--- src/rtl/ifetch_buf_if.sv ---
// Fetch-buffer bus: ROM read port, redirect request and decode-side valid/ready stream.
// The master modport is the buffer itself; slave is the core/ROM environment.
interface ifetch_buf_if;
    logic        rom_en;
    logic [31:0] rom_addr;
    logic [31:0] rom_inst;
    logic        redirect_i;
    logic [31:0] redirect_pc_i;
    logic        inst_valid_o;
    logic [31:0] inst_o;
    logic [31:0] inst_pc_o;
    logic        inst_ready_i;

    modport master (
        output rom_en, rom_addr, inst_valid_o, inst_o, inst_pc_o,
        input  rom_inst, redirect_i, redirect_pc_i, inst_ready_i
    );

    modport slave (
        input  rom_en, rom_addr, inst_valid_o, inst_o, inst_pc_o,
        output rom_inst, redirect_i, redirect_pc_i, inst_ready_i
    );
endinterface

--- src/rtl/ifetch_buf.sv ---
// Instruction prefetch buffer: credit-limited sequential ROM reads into a small {inst, pc} FIFO,
// flushed and restarted by a redirect.
module ifetch_buf #(
    parameter int unsigned DEPTH    = 4,
    parameter logic [31:0] RESET_PC = 32'h0000_0000
) (
    input logic          clk,
    input logic          rst,
    ifetch_buf_if.master bus
);
    localparam int unsigned PtrW = $clog2(DEPTH);
    localparam logic [PtrW+1:0] DepthW = (PtrW + 2)'(DEPTH);

    logic [31:0]     fetch_pc;
    logic [31:0]     inflight_pc;
    logic            inflight;
    logic [PtrW-1:0] rd_ptr;
    logic [PtrW-1:0] wr_ptr;
    logic [PtrW:0]   count;
    logic [31:0]     mem_inst [DEPTH];
    logic [31:0]     mem_pc   [DEPTH];

    logic [PtrW+1:0] credit;
    logic            issue;
    logic            push;
    logic            pop;
    logic            valid;

    // An outstanding read reserves a slot so its response can always be pushed.
    assign credit = {1'b0, count} + {{(PtrW + 1){1'b0}}, inflight};
    assign issue  = !rst && !bus.redirect_i && (credit < DepthW);
    assign valid  = (count != '0);
    assign push   = inflight && !bus.redirect_i;
    assign pop    = valid && bus.inst_ready_i && !bus.redirect_i;

    assign bus.rom_en       = issue;
    assign bus.rom_addr     = fetch_pc;
    assign bus.inst_valid_o = valid;
    assign bus.inst_o       = valid ? mem_inst[rd_ptr] : 32'h0;
    assign bus.inst_pc_o    = valid ? mem_pc[rd_ptr] : 32'h0;

    always_ff @(posedge clk) begin
        if (push && !rst) begin
            mem_inst[wr_ptr] <= bus.rom_inst;
            mem_pc[wr_ptr]   <= inflight_pc;
        end
    end

    always_ff @(posedge clk) begin
        if (rst) begin
            fetch_pc    <= RESET_PC;
            inflight    <= 1'b0;
            inflight_pc <= 32'h0;
            rd_ptr      <= '0;
            wr_ptr      <= '0;
            count       <= '0;
        end else if (bus.redirect_i) begin
            // The response for any read issued last cycle is dropped via inflight <= 0.
            fetch_pc <= {bus.redirect_pc_i[31:2], 2'b00};
            inflight <= 1'b0;
            rd_ptr   <= '0;
            wr_ptr   <= '0;
            count    <= '0;
        end else begin
            if (issue) begin
                fetch_pc    <= fetch_pc + 32'd4;
                inflight    <= 1'b1;
                inflight_pc <= fetch_pc;
            end else begin
                inflight <= 1'b0;
            end
            if (push) begin
                wr_ptr <= wr_ptr + PtrW'(1);
            end
            if (pop) begin
                rd_ptr <= rd_ptr + PtrW'(1);
            end
            case ({push, pop})
                2'b10:   count <= count + (PtrW + 1)'(1);
                2'b01:   count <= count - (PtrW + 1)'(1);
                default: count <= count;
            endcase
        end
    end
endmodule

--- src/flat_wrapper.sv ---
// flat-port wrapper written by rule: the top's interface ports become plain ports
module ifetch_buf_flat 
#(
    parameter int unsigned DEPTH    = 4,
    parameter logic [31:0] RESET_PC = 32'h0000_0000
)
  (clk, rst, bus_rom_en, bus_rom_addr, bus_inst_valid_o, bus_inst_o, bus_inst_pc_o, bus_rom_inst, bus_redirect_i, bus_redirect_pc_i, bus_inst_ready_i);
  ifetch_buf_if bus_i ();
  input logic clk;
  input logic rst;
  output wire logic [$bits(bus_i.rom_en)-1:0] bus_rom_en;
  output wire logic [$bits(bus_i.rom_addr)-1:0] bus_rom_addr;
  output wire logic [$bits(bus_i.inst_valid_o)-1:0] bus_inst_valid_o;
  output wire logic [$bits(bus_i.inst_o)-1:0] bus_inst_o;
  output wire logic [$bits(bus_i.inst_pc_o)-1:0] bus_inst_pc_o;
  input wire logic [$bits(bus_i.rom_inst)-1:0] bus_rom_inst;
  input wire logic [$bits(bus_i.redirect_i)-1:0] bus_redirect_i;
  input wire logic [$bits(bus_i.redirect_pc_i)-1:0] bus_redirect_pc_i;
  input wire logic [$bits(bus_i.inst_ready_i)-1:0] bus_inst_ready_i;
  assign bus_rom_en = bus_i.rom_en;
  assign bus_rom_addr = bus_i.rom_addr;
  assign bus_inst_valid_o = bus_i.inst_valid_o;
  assign bus_inst_o = bus_i.inst_o;
  assign bus_inst_pc_o = bus_i.inst_pc_o;
  assign bus_i.rom_inst = bus_rom_inst;
  assign bus_i.redirect_i = bus_redirect_i;
  assign bus_i.redirect_pc_i = bus_redirect_pc_i;
  assign bus_i.inst_ready_i = bus_inst_ready_i;
  ifetch_buf #(.DEPTH(DEPTH), .RESET_PC(RESET_PC)) u_core (.clk(clk), .rst(rst), .bus(bus_i));
endmodule
--- config.mk ---
export PLATFORM = sky130hd
export DESIGN_NAME = ifetch_buf_flat
export DESIGN_NICKNAME = d
export VERILOG_FILES = /design/src/rtl/ifetch_buf_if.sv /design/src/rtl/ifetch_buf.sv /design/src/flat_wrapper.sv
export SDC_FILE = /design/constraint.sdc
export NUM_CORES = 1
export LEC_CHECK = 0
export CORE_AREA = 2 2 114 198
export CTS_CLUSTER_DIAMETER = 100
export DETAILED_ROUTE_END_ITERATION = 10
export DIE_AREA = 0 0 116 200
export PLACE_DENSITY = 0.91
export SYNTH_ARGS = -nofsm -noshare
export SYNTH_HDL_FRONTEND = slang
export SYNTH_SLANG_ARGS = --single-unit
--- constraint.sdc ---
create_clock -name clk -period 8.15 [get_ports clk]
set_input_delay 2.0375 -clock clk [delete_from_list [all_inputs] [get_ports clk]]
set_output_delay 2.0375 -clock clk [all_outputs]
set_load 0.05 [all_outputs]
# Yosys cells after proc, flatten, opt, wreduce, memory -nomap -nowiden
# Memories as Yosys holds them, arrays and structs flattened. A register that Yosys moved wholly into a read port is not among the register bits.
# Cells that the tools add are included.
[op_classes]
bitwise = 1
n_lt_le_gt_ge = 1
addsub = 6
n_eq_ne = 2
n_mux = 12
reduce_logical = 13
[ops]
columns = ["operator", "n"]
rows = [
  ["two-way mux 32 bit", 4],
  ["adder 32 x 3 -> 32 bit (second input constant)", 1],
  ["two-way mux 2 bit", 4],
  ["logical AND 1 bit", 6],
  ["one-hot mux 3 bit (2 select lines)", 1],
  ["adder 2 x 1 -> 2 bit (second input constant)", 2],
  ["adder 3 x 1 -> 4 bit", 1],
  ["less-than comparator 4 x 3 -> 1 bit (second input constant)", 1],
  ["nonzero test 2 bit", 2],
  ["adder 3 x 1 -> 3 bit (second input constant)", 1],
  ["two-way mux 1 bit", 3],
  ["nonzero test 3 bit", 1],
  ["subtractor 3 x 1 -> 3 bit (second input constant)", 1],
  ["equality test 2 x 1 -> 1 bit (second input constant)", 1],
  ["equality test 2 bit (second input constant)", 1],
  ["zero test 1 bit", 2],
  ["AND reduction 2 bit", 1],
  ["OR reduction 2 bit", 1],
  ["inverter 1 bit", 1],
]
[word_totals]
n_memories = 2
register_bits = 72
in_bits = 68
ramBits = 256
[mem_list]
columns = ["memory", "depth", "word_bits", "read_ports", "rd_clocked_by_memory_dff", "wr", "line", "source"]
rows = [
  ["u_core.mem_inst", 4, 32, 1, 1, 1, "ifetch_buf.sv:20", "logic [31:0] mem_inst [DEPTH];"],
  ["u_core.mem_pc", 4, 32, 1, 1, 1, "ifetch_buf.sv:21", "logic [31:0] mem_pc [DEPTH];"],
]

# Logic depth before layout (Yosys ltp)
# Gate-level depths: netlist (run 1).
[depth]
word_depth = 5
depth_mapped = 10
depth_no_buf = 8

# Worst setup path after synthesis (run 1)
# Ideal clock, no wire load.
[synth_path]
path_kind = "in2out"
startpoint = "input bus_redirect_i"
endpoint = "output bus_rom_en"
t_required_ns = 6.113
t_arrival_ns = 3.292
stages = 5
path_slack_ns = 2.820
path_cell_list = "clkbuf_1 nor2_1 nand2_1 inv_1 clkbuf_1"
[synth_via]
elab_chain_cells = 3
[synth_rtl]
columns = ["item", "line", "source"]
rows = [
  ["from (decl)", "flat_wrapper.sv:17", "input wire logic [$bits(bus_i.redirect_i)-1:0] bus_redirect_i;"],
  ["zero test 1 bit", "ifetch_buf.sv:31", "assign issue = !rst && !bus.redirect_i && (credit < DepthW);"],
  ["logical AND 1 bit (2 in a row)", "ifetch_buf.sv:31", ""],
  ["to (decl)", "flat_wrapper.sv:11", "output wire logic [$bits(bus_i.rom_en)-1:0] bus_rom_en;"],
]
# Every way passes these cells.

# Worst setup path after layout (run 1)
# Ends and elaborated chain as after synthesis.

==> flow_results.xml, run 1 <==
<?xml version="1.0" encoding="UTF-8"?>
<metrics>
  <group name="worst_setup_path">
    <metric name="crit_top_cell" unit="">sky130_fd_sc_hd__buf_4</metric>
    <metric name="r2r_cells" unit="">2</metric>
    <metric name="worst_path_max_fanout" unit="">29</metric>
    <metric name="type_of_element_capturing_the_critical_path" unit="">primary output</metric>
    <metric name="critPathRequiredTime" unit="ns">6.11</metric>
    <metric name="r2r-start" unit="">u_core.inflight$_SDFF_PP0_</metric>
    <metric name="worst-r2r-setup-slack" unit="ns">5.75</metric>
    <metric name="timing_worst_setup_path_type" unit="">input pin to primary output</metric>
    <metric name="max_stage_delay" unit="ns">0.39</metric>
    <metric name="timing.critical_path.buf_inv" unit="">4</metric>
    <metric name="timing.critical_path.arrival" unit="ns">3.44</metric>
    <metric name="worstSetupPathDepth" unit="">6</metric>
    <metric name="cp_max_delay_cell" unit="">sky130_fd_sc_hd__clkdlybuf4s50_1</metric>
    <metric name="critical_path.endpoint" unit="">bus_rom_en</metric>
    <metric name="r2r_end" unit="">u_core.mem_inst[0][26]$_DFFE_PP_</metric>
    <metric name="worstPathCellList" unit="">clkdlybuf4s50_1 &gt; buf_4 &gt; nor2_1 &gt; nand2_1 &gt; inv_1 &gt; buf_4</metric>
    <metric name="critical_path_launch_point_type" unit="">input pin</metric>
    <metric name="path_delay_family" unit="">buffers and inverters</metric>
    <metric name="worstSetupStartpoint" unit="">bus_redirect_i</metric>
  </group>
  <group name="global_route">
    <metric name="antenna_found_initial" unit="">0</metric>
    <metric name="grt_overflow_total" unit="">0</metric>
    <metric name="pin_count_of_the_biggest_net_entering_global_routing" unit="">64</metric>
    <metric name="via_count_of_the_first_global_routing_pass" unit="">7218</metric>
    <metric name="gr_usage_total" unit="">0.214</metric>
    <metric name="first_pass_grt_wire_length" unit="um">38100</metric>
  </group>
  <group name="power">
    <metric name="sw_frac_of_total" unit="">0.210</metric>
    <metric name="vdd.ir_drop.worst" unit="mV">0.145</metric>
    <metric name="pwr-share-seq" unit="">0.562</metric>
    <metric name="power.clock.fraction" unit="">0.380</metric>
    <metric name="power_report.internal_total" unit="mW">2.51</metric>
    <metric name="total_leakage_power" unit="nW">4.97</metric>
    <metric name="reported_net_switching_power" unit="uW">668</metric>
    <metric name="power_density" unit="nW/um^2">209</metric>
    <metric name="relative_contribution_of_combinational_cells_to_total_power" unit="">0.058</metric>
    <metric name="total_power" unit="mW">3.17</metric>
  </group>
  <group name="sta">
    <metric name="report.final.setup_viol" unit="">0</metric>
    <metric name="maxClockFrequency" unit="GHz">0.182</metric>
    <metric name="period_minus_slack" unit="ns">5.48</metric>
    <metric name="hold_violations" unit="">0</metric>
    <metric name="tightest_slew" unit="ns">1.13</metric>
    <metric name="maxSlewHeadroom" unit="">0.245</metric>
    <metric name="finalCritPeriodShare" unit="">0.672</metric>
    <metric name="timing.clock.skew" unit="ns">0.0167</metric>
    <metric name="totalNegativeSetupSlack" unit="ns">0</metric>
    <metric name="rsz_0062_raised_after_global_routing" unit="">no</metric>
    <metric name="slew_viol_final" unit="">0</metric>
    <metric name="fin_worst_hold_slack" unit="ns">0.498</metric>
  </group>
  <group name="logic_synthesis">
    <metric name="ys_async_sr_fraction" unit="">0</metric>
    <metric name="synth-main-ff-cell" unit="">sky130_fd_sc_hd__edfxtp_1</metric>
    <metric name="synth-seq-cells" unit="">318</metric>
    <metric name="post_synth.cell_area_avg" unit="sq um">16.1</metric>
    <metric name="yosysUniqueCellTypes" unit="">46</metric>
    <metric name="synth_seq_area_share" unit="">0.706</metric>
    <metric name="synth_warnings" unit="">0</metric>
    <metric name="synth.cell_area" unit="sq um">12500</metric>
    <metric name="synth_cells" unit="">779</metric>
    <metric name="synth-edff-count" unit="">248</metric>
  </group>
  <group name="die">
    <metric name="die_w" unit="um">116</metric>
    <metric name="floorplan.die.height" unit="um">200</metric>
    <metric name="initial_utilization" unit="">0.583</metric>
    <metric name="die-area" unit="sq um">23200</metric>
    <metric name="core" unit="sq um">21500</metric>
    <metric name="rows" unit="">71</metric>
    <metric name="num_io_pins" unit="">166</metric>
  </group>
  <group name="detailed_routing">
    <metric name="starting_drc_count_in_detailed_routing" unit="">461</metric>
    <metric name="firstDrtPassIters" unit="">5</metric>
    <metric name="antenna_left" unit="">0</metric>
    <metric name="vias_per_cell" unit="">5.69</metric>
    <metric name="routed-via-count" unit="">7061</metric>
    <metric name="wl_per_cell" unit="um">19.8</metric>
    <metric name="routed_wirelength" unit="um">24600</metric>
    <metric name="drc" unit="">0</metric>
  </group>
  <group name="placed_design">
    <metric name="placed_area" unit="sq um">14400</metric>
    <metric name="detailed_place_hpwl" unit="um">15000</metric>
    <metric name="port_buffers" unit="">159</metric>
    <metric name="place.gp.congestion" unit="">0.826</metric>
  </group>
  <group name="cells_and_area">
    <metric name="layout_common_cells" unit="">sky130_fd_sc_hd__edfxtp_1, sky130_fd_sc_hd__clkdlybuf4s50_1, sky130_fd_sc_hd__nand2_1</metric>
    <metric name="finish.instance_area" unit="sq um">15200</metric>
    <metric name="n_antenna_cell" unit="">0</metric>
    <metric name="area.sequential" unit="sq um">8860</metric>
    <metric name="num-fill-cells" unit="">1396</metric>
    <metric name="layout-drive-gt1-share" unit="">0.134</metric>
    <metric name="area_delta_synth_final" unit="%">21.4</metric>
    <metric name="leading_cell_type_in_the_layout_fill_and_taps_excluded" unit="">sky130_fd_sc_hd__edfxtp_1</metric>
    <metric name="total_area_of_multi_input_combinational_cells" unit="sq um">3460</metric>
    <metric name="fin_util" unit="">0.707</metric>
    <metric name="layout_nets" unit="">1005</metric>
  </group>
  <group name="cts">
    <metric name="cts-root-buf" unit="">sky130_fd_sc_hd__clkbuf_16</metric>
    <metric name="cts-root-to-sink-buffers" unit="">3</metric>
    <metric name="cts_tree" unit="">yes</metric>
    <metric name="post_cts_setup_bufs" unit="">0</metric>
    <metric name="cts-htree-levels" unit="">1</metric>
    <metric name="tritoncts_num_sinks" unit="">318</metric>
    <metric name="post_cts.resized_instances" unit="">0</metric>
    <metric name="cts_made_buffers" unit="">26</metric>
    <metric name="clkSlewWorstSetupHoldPaths" unit="ns">0.07</metric>
    <metric name="insertion_delay" unit="ns">0.53</metric>
    <metric name="cts_hold_buffers" unit="">0</metric>
  </group>
  <group name="status">
    <metric name="run_status" unit="">finished, final reports clean</metric>
  </group>
  <group name="min_path">
    <metric name="worstHoldPathCells" unit="">2</metric>
    <metric name="min-delay-path-class" unit="">flip-flop to flip-flop</metric>
  </group>
  <group name="job">
    <metric name="number_of_maximum_capacitance_constraint_violations" unit="">0</metric>
  </group>
</metrics>
[layout make-up]
cell class	instances	share of cell area
Clock buffer	38	0.0491
Clock inverter	10	0.00576
Inverter	10	0.00247
Multi-Input combinational cell	406	0.228
Sequential cell	318	0.582
Tap cell	292	0.0240
Timing Repair Buffer	168	0.109
[registers in the layout, summed over array words and instances (netlist names), named ones only]
| signal | cells |
|---|---|
| u_core.inflight_pc | 30 |
| u_core.rd_ptr | 2 |
| u_core.mem_pc | 120 |
| u_core.bus.rom_addr | 30 |
| u_core.inflight | 1 |
| u_core.wr_ptr | 2 |
| u_core.count | 3 |
| u_core.mem_inst | 128 |
[worst min-delay path by stage]
stage	to	from	slack [ns]
floorplan	u_core.mem_pc[0][10]$_DFFE_PP_	u_core.inflight_pc[10]$_SDFFE_PP0P_	0.46
global placement	u_core.mem_pc[3][12]$_DFFE_PP_	u_core.inflight_pc[12]$_SDFFE_PP0P_	0.47
detailed placement	u_core.mem_pc[2][19]$_DFFE_PP_	u_core.inflight_pc[19]$_SDFFE_PP0P_	0.49
CTS	u_core.inflight_pc[20]$_SDFFE_PP0P_	u_core.inflight_pc[20]$_SDFFE_PP0P_	0.50
global route	u_core.mem_pc[3][20]$_DFFE_PP_	u_core.inflight_pc[20]$_SDFFE_PP0P_	0.52
finish	u_core.inflight_pc[20]$_SDFFE_PP0P_	u_core.inflight_pc[20]$_SDFFE_PP0P_	0.50
[cell usage after synthesis (2+ instances only)]
library cell	number	area [sq um]
sky130_fd_sc_hd__a211oi_1	12	90.1
sky130_fd_sc_hd__a21oi_1	41	205
sky130_fd_sc_hd__a2bb2oi_1	2	17.5
sky130_fd_sc_hd__a31oi_1	2	12.5
sky130_fd_sc_hd__and2_1	3	18.8
sky130_fd_sc_hd__and3_1	9	56.3
sky130_fd_sc_hd__and4_1	4	35.0
sky130_fd_sc_hd__buf_1	2	7.51
sky130_fd_sc_hd__buf_2	7	35.0
sky130_fd_sc_hd__buf_4	4	30.0
sky130_fd_sc_hd__clkbuf_1	34	128
sky130_fd_sc_hd__dfxtp_1	70	1400
sky130_fd_sc_hd__edfxtp_1	248	7450
sky130_fd_sc_hd__ha_1	6	75.1
sky130_fd_sc_hd__inv_1	10	37.5
sky130_fd_sc_hd__mux2i_1	7	70.1
sky130_fd_sc_hd__mux4_2	62	1400
sky130_fd_sc_hd__nand2_1	75	282
sky130_fd_sc_hd__nand2b_1	2	12.5
sky130_fd_sc_hd__nand3_1	11	55.1
sky130_fd_sc_hd__nand4_1	15	93.8
sky130_fd_sc_hd__nor2_1	34	128
sky130_fd_sc_hd__nor2b_1	63	394
sky130_fd_sc_hd__nor3_1	3	15.0
sky130_fd_sc_hd__nor4_4	2	42.5
sky130_fd_sc_hd__o21ai_0	3	15.0
sky130_fd_sc_hd__o22ai_1	2	12.5
sky130_fd_sc_hd__or3_1	2	12.5
sky130_fd_sc_hd__xnor2_1	8	70.1
sky130_fd_sc_hd__xor2_1	20	175
[per-stage QoR]
step           instances  setup WS, ns
2_1_floorplan        782          2.82
3_3_place_gp        1194          2.73
3_5_place_dp        1194          2.66
4_1_cts             1242          2.56
5_1_grt             1242          2.43
6_report            1242          2.67
[layer usage]
| metal | wire length (um) | GRT usage | vias to the layer above |
|---|---|---|---|
| li1 | - | - | 3233 |
| met1 | 9360 | 0.256 | 3543 |
| met2 | 13200 | 0.389 | 230 |
| met3 | 1110 | 0.0272 | 55 |
| met4 | 916 | 0.0851 | 0 |
| met5 | 0 | 0 | - |
[worst min-delay path, cell delays in order, from the launching register on]
cell                      delay (ns)
sky130_fd_sc_hd__dfxtp_1        0.34
sky130_fd_sc_hd__nand2_1        0.06
sky130_fd_sc_hd__a21oi_1        0.05
[cell families after synthesis]
group,share of synthesized area
simple gates,0.0954
xor+xnor,0.0196
buf+inv,0.0199
compound gates,0.0331
mux,0.118
flops,0.706
other cells,0.000299
fa+ha+maj,0.00759
[power groups by stage]
stage                     clock [mW]  combinational (mW)  sequential [mW]
final                           1.21               0.184             1.79
after global routing            1.29               0.195             1.79
after CTS                       1.23               0.185             1.78
after detailed placement           0               0.183             1.82
after global placement             0               0.180             1.82
after floorplan                    0              0.0742             1.85
(Power assumes the default switching activity.)
==> inputs of run 2 (changes only) <==
--- a/config.mk
+++ b/config.mk
@@ -5,11 +5,11 @@
 export SDC_FILE = /design/constraint.sdc
 export NUM_CORES = 1
 export LEC_CHECK = 0
-export CORE_AREA = 2 2 114 198
+export CORE_AREA = 2 2 123 215
 export CTS_CLUSTER_DIAMETER = 100
 export DETAILED_ROUTE_END_ITERATION = 10
-export DIE_AREA = 0 0 116 200
-export PLACE_DENSITY = 0.91
+export DIE_AREA = 0 0 125 217
+export PLACE_DENSITY = 0.84
 export SYNTH_ARGS = -nofsm -noshare
 export SYNTH_HDL_FRONTEND = slang
 export SYNTH_SLANG_ARGS = --single-unit
==> constraint.sdc (replaced) <==
create_clock -name clk -period 4.6 [get_ports clk]
set_input_delay 1.15 -clock clk [delete_from_list [all_inputs] [get_ports clk]]
set_output_delay 1.15 -clock clk [all_outputs]
set_load 0.05 [all_outputs]
==> run 2 against run 1 <==
Non-clock buffer count grew 8. Critical path type is now flip-flop to primary output. Register-to-register slack got worse by 3.5 ns. Largest cell class unchanged. Critical endpoint is now bus_inst_pc_o[27]. Setup slack lost 2.1 ns.
==> flow_results.xml, run 2 (synthesis results as in run 1) <==
<?xml version="1.0" encoding="UTF-8"?>
<metrics>
  <group name="status">
    <metric name="run_status" unit="">finished, final reports clean</metric>
  </group>
  <group name="detailed_routing">
    <metric name="firstDrtPassIters" unit="">5</metric>
    <metric name="drc" unit="">0</metric>
    <metric name="routed-via-count" unit="">7103</metric>
    <metric name="routed_wirelength" unit="um">25600</metric>
    <metric name="wl_per_cell" unit="um">20.0</metric>
    <metric name="starting_drc_count_in_detailed_routing" unit="">567</metric>
    <metric name="vias_per_cell" unit="">5.56</metric>
    <metric name="antenna_left" unit="">0</metric>
  </group>
  <group name="cells_and_area">
    <metric name="flip_flop_count_of_the_largest_register_all_copies_and_words_added" unit="">128</metric>
    <metric name="leading_cell_type_in_the_layout_fill_and_taps_excluded" unit="">sky130_fd_sc_hd__edfxtp_1</metric>
    <metric name="layout-drive-gt1-share" unit="">0.144</metric>
    <metric name="n_antenna_cell" unit="">0</metric>
    <metric name="layout_common_cells" unit="">sky130_fd_sc_hd__edfxtp_1, sky130_fd_sc_hd__clkdlybuf4s50_1, sky130_fd_sc_hd__nand2_1</metric>
    <metric name="area_delta_synth_final" unit="%">23.3</metric>
    <metric name="final-instance-count-excl-fill" unit="">1278</metric>
    <metric name="largestRegisters" unit="">u_core.mem_inst (128), u_core.mem_pc (120)</metric>
    <metric name="layout_nets" unit="">1014</metric>
    <metric name="largest_register" unit="">u_core.mem_inst</metric>
    <metric name="num-fill-cells" unit="">1915</metric>
  </group>
  <group name="power">
    <metric name="vdd.ir_drop.worst" unit="mV">0.261</metric>
    <metric name="total_power" unit="mW">5.79</metric>
    <metric name="total_leakage_power" unit="nW">5.06</metric>
    <metric name="power_density" unit="nW/um^2">375</metric>
  </group>
  <group name="cts">
    <metric name="cts-htree-levels" unit="">1</metric>
    <metric name="insertion_delay" unit="ns">0.54</metric>
    <metric name="cts-root-to-sink-buffers" unit="">3</metric>
    <metric name="tritoncts_num_sinks" unit="">318</metric>
    <metric name="cts_hold_buffers" unit="">0</metric>
    <metric name="cts_made_buffers" unit="">27</metric>
    <metric name="clkSlewWorstSetupHoldPaths" unit="ns">0.06</metric>
    <metric name="cts_tree" unit="">yes</metric>
    <metric name="post_cts_setup_bufs" unit="">0</metric>
    <metric name="post_cts.resized_instances" unit="">0</metric>
    <metric name="cts-root-buf" unit="">sky130_fd_sc_hd__clkbuf_16</metric>
  </group>
  <group name="worst_setup_path">
    <metric name="r2r_end" unit="">u_core.count[2]$_SDFFE_PP0P_</metric>
    <metric name="worst-r2r-setup-slack" unit="ns">2.22</metric>
    <metric name="max_stage_delay" unit="ns">0.71</metric>
    <metric name="timing_worst_setup_path_type" unit="">flip-flop to primary output</metric>
    <metric name="path_delay_family" unit="">buffers and inverters</metric>
    <metric name="timing.critical_path.buf_inv" unit="">2</metric>
    <metric name="timing.critical_path.arrival" unit="ns">2.87</metric>
    <metric name="critPathRequiredTime" unit="ns">3.45</metric>
    <metric name="worstPathCellList" unit="">buf_4 &gt; mux4_2 &gt; nor2b_1 &gt; clkdlybuf4s50_1</metric>
    <metric name="cp_max_delay_cell" unit="">sky130_fd_sc_hd__clkdlybuf4s50_1</metric>
    <metric name="r2r-start" unit="">u_core.count[0]$_SDFFE_PP0P_</metric>
    <metric name="worst_path_max_fanout" unit="">16</metric>
    <metric name="r2r_cells" unit="">8</metric>
    <metric name="type_of_element_capturing_the_critical_path" unit="">primary output</metric>
    <metric name="critical_path_launch_point_type" unit="">flip-flop</metric>
  </group>
  <group name="die">
    <metric name="num_io_pins" unit="">166</metric>
    <metric name="floorplan.die.height" unit="um">217</metric>
    <metric name="die-area" unit="sq um">27100</metric>
    <metric name="rows" unit="">78</metric>
    <metric name="initial_utilization" unit="">0.490</metric>
    <metric name="core" unit="sq um">25600</metric>
    <metric name="die_w" unit="um">125</metric>
  </group>
  <group name="sta">
    <metric name="rsz_0062_raised_after_global_routing" unit="">no</metric>
    <metric name="report.final.setup_viol" unit="">0</metric>
    <metric name="slew_viol_final" unit="">0</metric>
    <metric name="tightest_slew" unit="ns">0.667</metric>
    <metric name="finalCritPeriodShare" unit="">0.874</metric>
    <metric name="hold_violations" unit="">0</metric>
    <metric name="maxClockFrequency" unit="GHz">0.249</metric>
    <metric name="period_minus_slack" unit="ns">4.02</metric>
    <metric name="totalNegativeSetupSlack" unit="ns">0</metric>
    <metric name="maxSlewHeadroom" unit="">0.555</metric>
    <metric name="timing.clock.skew" unit="ns">0.0242</metric>
  </group>
  <group name="global_route">
    <metric name="grt_overflow_total" unit="">0</metric>
    <metric name="antenna_found_initial" unit="">0</metric>
    <metric name="gr_usage_total" unit="">0.188</metric>
    <metric name="first_pass_grt_wire_length" unit="um">40300</metric>
    <metric name="pin_count_of_the_biggest_net_entering_global_routing" unit="">64</metric>
    <metric name="via_count_of_the_first_global_routing_pass" unit="">7388</metric>
  </group>
  <group name="min_path">
    <metric name="min-delay-path-class" unit="">flip-flop to flip-flop</metric>
    <metric name="worstHoldEndpoint" unit="">u_core.inflight_pc[16]$_SDFFE_PP0P_</metric>
    <metric name="worstHoldPathCells" unit="">2</metric>
    <metric name="timing.hold.worst.start" unit="">u_core.inflight_pc[16]$_SDFFE_PP0P_</metric>
  </group>
  <group name="placed_design">
    <metric name="port_buffers" unit="">159</metric>
    <metric name="place.gp.congestion" unit="">0.840</metric>
    <metric name="numPlacedInstances" unit="">1230</metric>
    <metric name="detailed_place_hpwl" unit="um">16000</metric>
  </group>
  <group name="job">
    <metric name="number_of_maximum_capacitance_constraint_violations" unit="">0</metric>
  </group>
</metrics>
==> run 2: cell types whose count changed in the layout (fill, tap and decap cells not counted), sizes merged <==
cell / change
buf: +8
bufinv: +2
clkbuf: -6
clkinvlp: +2
inv: +2
==> run 2: worst max path at each step <==
stage                                   end  slack (ns)  cells past startpoint
after floorplan                  bus_rom_en        1.05                      5
after global placement           bus_rom_en        0.73                      5
after detailed placement         bus_rom_en        0.73                      5
after CTS                 bus_inst_pc_o[27]        0.51                      4
after global routing      bus_inst_pc_o[27]        0.43                      4
final                     bus_inst_pc_o[27]        0.58                      4
==> run 2: layout make-up <==
cell class / count / area [sq um] / share of cell area
sequential: 318 / 8860 / 0.573
multi-input combinational: 406 / 3470 / 0.224
timing repair buffer: 176 / 1790 / 0.116
clock buffer: 32 / 724 / 0.0469
tap: 320 / 400 / 0.0259
clock inverter: 16 / 175 / 0.0113
inverter: 10 / 37.5 / 0.00243
==> run 2: metal layers <==
metal,track usage,vias to the layer above,share of wire
met5,0,-,0
met3,0.0241,57,0.048
li1,-,3259,-
met1,0.220,3556,0.36
met4,0.0789,0,0.036
met2,0.347,231,0.55
==> run 2: power breakdown <==
group / switching, mW / leakage, nW / internal (mW)
registers: 0.0443 / 3.00 / 3.12
clock network: 0.999 / 0.434 / 1.30
logic: 0.196 / 1.62 / 0.135
total: 1.24 / 5.06 / 4.55
==> run 2: stage by stage <==
stage,area [sq um],hold WS [ns],util,setup slack [ns]
finish,15400,0.497,0.604,0.579
global route,15400,0.516,0.604,0.430
CTS,15400,0.499,0.604,0.509
detailed placement,14500,0.488,0.569,0.734
global placement,14500,0.470,0.569,0.727
floorplan,12500,0.460,-,1.05
==> run 2: worst reg2reg max path: cells and delay by family, from the launching register on <==
kind / cells / cell delay (ns)
adders and majority gates: 2 / 0.65
AOI/OAI and AO/OA: 1 / 0.14
buffers and inverters: 1 / 0.06
xor gates and xnor gates: 1 / 0.16
and+or+nand+nor: 3 / 0.87
DFF: 1 / 0.44
==> inputs of run 3 (changes only) <==
--- a/config.mk
+++ b/config.mk
@@ -9,7 +9,8 @@
 export CTS_CLUSTER_DIAMETER = 100
 export DETAILED_ROUTE_END_ITERATION = 10
 export DIE_AREA = 0 0 125 217
-export PLACE_DENSITY = 0.84
+export GPL_ROUTABILITY_DRIVEN = 0
+export PLACE_DENSITY = 0.83
 export SYNTH_ARGS = -nofsm -noshare
 export SYNTH_HDL_FRONTEND = slang
 export SYNTH_SLANG_ARGS = --single-unit
==> run 3 against run 2 <==
Sequential cell count is the same. Die area stayed put. Clock skew down 0.010 ns. Global-route usage fell by 0.42 points. Sequential share of layout area shrank 0.44 points. Largest power group unchanged. Clock power is 9.6% higher. Non-clock buffer count fell by 1. Register-to-register slack got worse by 0.14 ns. First-iteration DRC count shrank 19%. Sequential power barely moved. Via count shrank 1.7%. Routed wire length down 2.7%.
==> flow_results.xml, run 3 (synthesis results as in run 1) <==
<?xml version="1.0" encoding="UTF-8"?>
<metrics>
  <group name="cells_and_area">
    <metric name="largest_register" unit="">u_core.mem_inst</metric>
    <metric name="fin_util" unit="">0.609</metric>
    <metric name="area_delta_synth_final" unit="%">24.3</metric>
    <metric name="total_area_of_multi_input_combinational_cells" unit="sq um">3470</metric>
    <metric name="leading_cell_type_in_the_layout_fill_and_taps_excluded" unit="">sky130_fd_sc_hd__edfxtp_1</metric>
    <metric name="largestRegisters" unit="">u_core.mem_inst (128), u_core.mem_pc (120)</metric>
    <metric name="n_antenna_cell" unit="">0</metric>
    <metric name="layout_common_cells" unit="">sky130_fd_sc_hd__edfxtp_1, sky130_fd_sc_hd__clkdlybuf4s50_1, sky130_fd_sc_hd__nand2_1</metric>
    <metric name="flip_flop_count_of_the_largest_register_all_copies_and_words_added" unit="">128</metric>
    <metric name="final-instance-count-excl-fill" unit="">1279</metric>
    <metric name="layout-drive-gt1-share" unit="">0.148</metric>
    <metric name="layout_nets" unit="">1013</metric>
    <metric name="finish.instance_area" unit="sq um">15600</metric>
    <metric name="num-fill-cells" unit="">1909</metric>
    <metric name="area.sequential" unit="sq um">8860</metric>
  </group>
  <group name="die">
    <metric name="floorplan.die.height" unit="um">217</metric>
    <metric name="core" unit="sq um">25600</metric>
    <metric name="num_io_pins" unit="">166</metric>
    <metric name="initial_utilization" unit="">0.490</metric>
    <metric name="rows" unit="">78</metric>
    <metric name="die_w" unit="um">125</metric>
    <metric name="die-area" unit="sq um">27100</metric>
  </group>
  <group name="cts">
    <metric name="cts_hold_buffers" unit="">0</metric>
    <metric name="post_cts.resized_instances" unit="">0</metric>
    <metric name="cts-htree-levels" unit="">1</metric>
    <metric name="cts_made_buffers" unit="">27</metric>
    <metric name="insertion_delay" unit="ns">0.55</metric>
    <metric name="cts-root-buf" unit="">sky130_fd_sc_hd__clkbuf_16</metric>
    <metric name="post_cts_setup_bufs" unit="">0</metric>
    <metric name="cts-root-to-sink-buffers" unit="">3</metric>
    <metric name="tritoncts_num_sinks" unit="">318</metric>
    <metric name="clkSlewWorstSetupHoldPaths" unit="ns">0.07</metric>
    <metric name="cts_tree" unit="">yes</metric>
  </group>
  <group name="sta">
    <metric name="maxSlewHeadroom" unit="">0.563</metric>
    <metric name="rsz_0062_raised_after_global_routing" unit="">no</metric>
    <metric name="tightest_slew" unit="ns">0.655</metric>
    <metric name="slew_viol_final" unit="">0</metric>
    <metric name="setup_ws_final" unit="ns">0.483</metric>
    <metric name="report.final.setup_viol" unit="">0</metric>
    <metric name="totalNegativeSetupSlack" unit="ns">0</metric>
    <metric name="maxClockFrequency" unit="GHz">0.243</metric>
    <metric name="finalCritPeriodShare" unit="">0.895</metric>
    <metric name="period_minus_slack" unit="ns">4.12</metric>
    <metric name="fin_worst_hold_slack" unit="ns">0.496</metric>
    <metric name="hold_violations" unit="">0</metric>
    <metric name="timing.clock.skew" unit="ns">0.0138</metric>
  </group>
  <group name="worst_setup_path">
    <metric name="r2r_cells" unit="">9</metric>
    <metric name="worst_path_max_fanout" unit="">23</metric>
    <metric name="critical_path_launch_point_type" unit="">flip-flop</metric>
    <metric name="timing_worst_setup_path_type" unit="">flip-flop to primary output</metric>
    <metric name="r2r-start" unit="">u_core.count[0]$_SDFFE_PP0P_</metric>
    <metric name="worst-r2r-setup-slack" unit="ns">2.08</metric>
    <metric name="r2r_end" unit="">u_core.count[2]$_SDFFE_PP0P_</metric>
    <metric name="critPathRequiredTime" unit="ns">3.45</metric>
    <metric name="timing.critical_path.arrival" unit="ns">2.97</metric>
    <metric name="type_of_element_capturing_the_critical_path" unit="">primary output</metric>
  </group>
  <group name="detailed_routing">
    <metric name="routed-via-count" unit="">6980</metric>
    <metric name="starting_drc_count_in_detailed_routing" unit="">460</metric>
    <metric name="wl_per_cell" unit="um">19.5</metric>
    <metric name="firstDrtPassIters" unit="">5</metric>
    <metric name="vias_per_cell" unit="">5.46</metric>
    <metric name="antenna_left" unit="">0</metric>
    <metric name="drc" unit="">0</metric>
    <metric name="routed_wirelength" unit="um">24900</metric>
  </group>
  <group name="status">
    <metric name="run_status" unit="">finished, final reports clean</metric>
  </group>
  <group name="power">
    <metric name="vdd.ir_drop.worst" unit="mV">0.338</metric>
    <metric name="total_power" unit="mW">6.01</metric>
    <metric name="total_leakage_power" unit="nW">5.11</metric>
    <metric name="power_density" unit="nW/um^2">386</metric>
  </group>
  <group name="min_path">
    <metric name="timing.hold.worst.start" unit="">u_core.inflight_pc[20]$_SDFFE_PP0P_</metric>
    <metric name="min-delay-path-class" unit="">flip-flop to flip-flop</metric>
    <metric name="worstHoldEndpoint" unit="">u_core.inflight_pc[20]$_SDFFE_PP0P_</metric>
    <metric name="worstHoldPathCells" unit="">2</metric>
  </group>
  <group name="global_route">
    <metric name="grt_overflow_total" unit="">0</metric>
    <metric name="gr_usage_total" unit="">0.184</metric>
    <metric name="first_pass_grt_wire_length" unit="um">39200</metric>
    <metric name="pin_count_of_the_biggest_net_entering_global_routing" unit="">65</metric>
    <metric name="antenna_found_initial" unit="">0</metric>
    <metric name="via_count_of_the_first_global_routing_pass" unit="">7190</metric>
  </group>
  <group name="placed_design">
    <metric name="port_buffers" unit="">159</metric>
    <metric name="dp_worst_setup_slack" unit="ns">0.956</metric>
    <metric name="numPlacedInstances" unit="">1229</metric>
    <metric name="placed_area" unit="sq um">14600</metric>
    <metric name="detailed_place_hpwl" unit="um">15300</metric>
  </group>
  <group name="job">
    <metric name="number_of_maximum_capacitance_constraint_violations" unit="">0</metric>
  </group>
</metrics>
[run 3: layout make-up]
cell class | count | share of cell area
clock buffers | 34 | 0.0490
clock inverters | 16 | 0.0162
inverters | 10 | 0.00241
multi-input cells | 406 | 0.223
flip-flops and latches | 318 | 0.569
well taps | 320 | 0.0257
repair buffers | 175 | 0.115
[run 3: where the power goes]
part	internal [mW]	switching, mW
sequential	3.12	0.0437
clock	1.52	1.00
combinational	0.135	0.195
[run 3: worst max-delay path by stage]
stage / slack [ns] / start / to
after floorplan: 1.05 / bus_redirect_i / bus_rom_en
after global placement: 0.97 / flip-flop / bus_inst_pc_o[9]
after detailed placement: 0.96 / flip-flop / bus_inst_pc_o[27]
after CTS: 0.37 / flip-flop / bus_inst_pc_o[27]
after global routing: 0.29 / flip-flop / bus_inst_pc_o[29]
final: 0.48 / flip-flop / bus_inst_pc_o[26]
[run 3: worst max-delay path, stage by stage (launching register included)]
cell	delay [ns]
sky130_fd_sc_hd__dfxtp_4	0.65
sky130_fd_sc_hd__buf_4	0.37
sky130_fd_sc_hd__mux4_2	0.54
sky130_fd_sc_hd__nor2b_1	0.14
sky130_fd_sc_hd__clkdlybuf4s50_1	0.70
[run 3: routing by layer]
layer | global-route usage | vias to the layer above | share of wire
li1 | - | 3260 | -
met1 | 0.217 | 3462 | 0.37
met2 | 0.334 | 207 | 0.54
met3 | 0.0253 | 51 | 0.048
met4 | 0.0796 | 0 | 0.038
met5 | 0 | - | 0
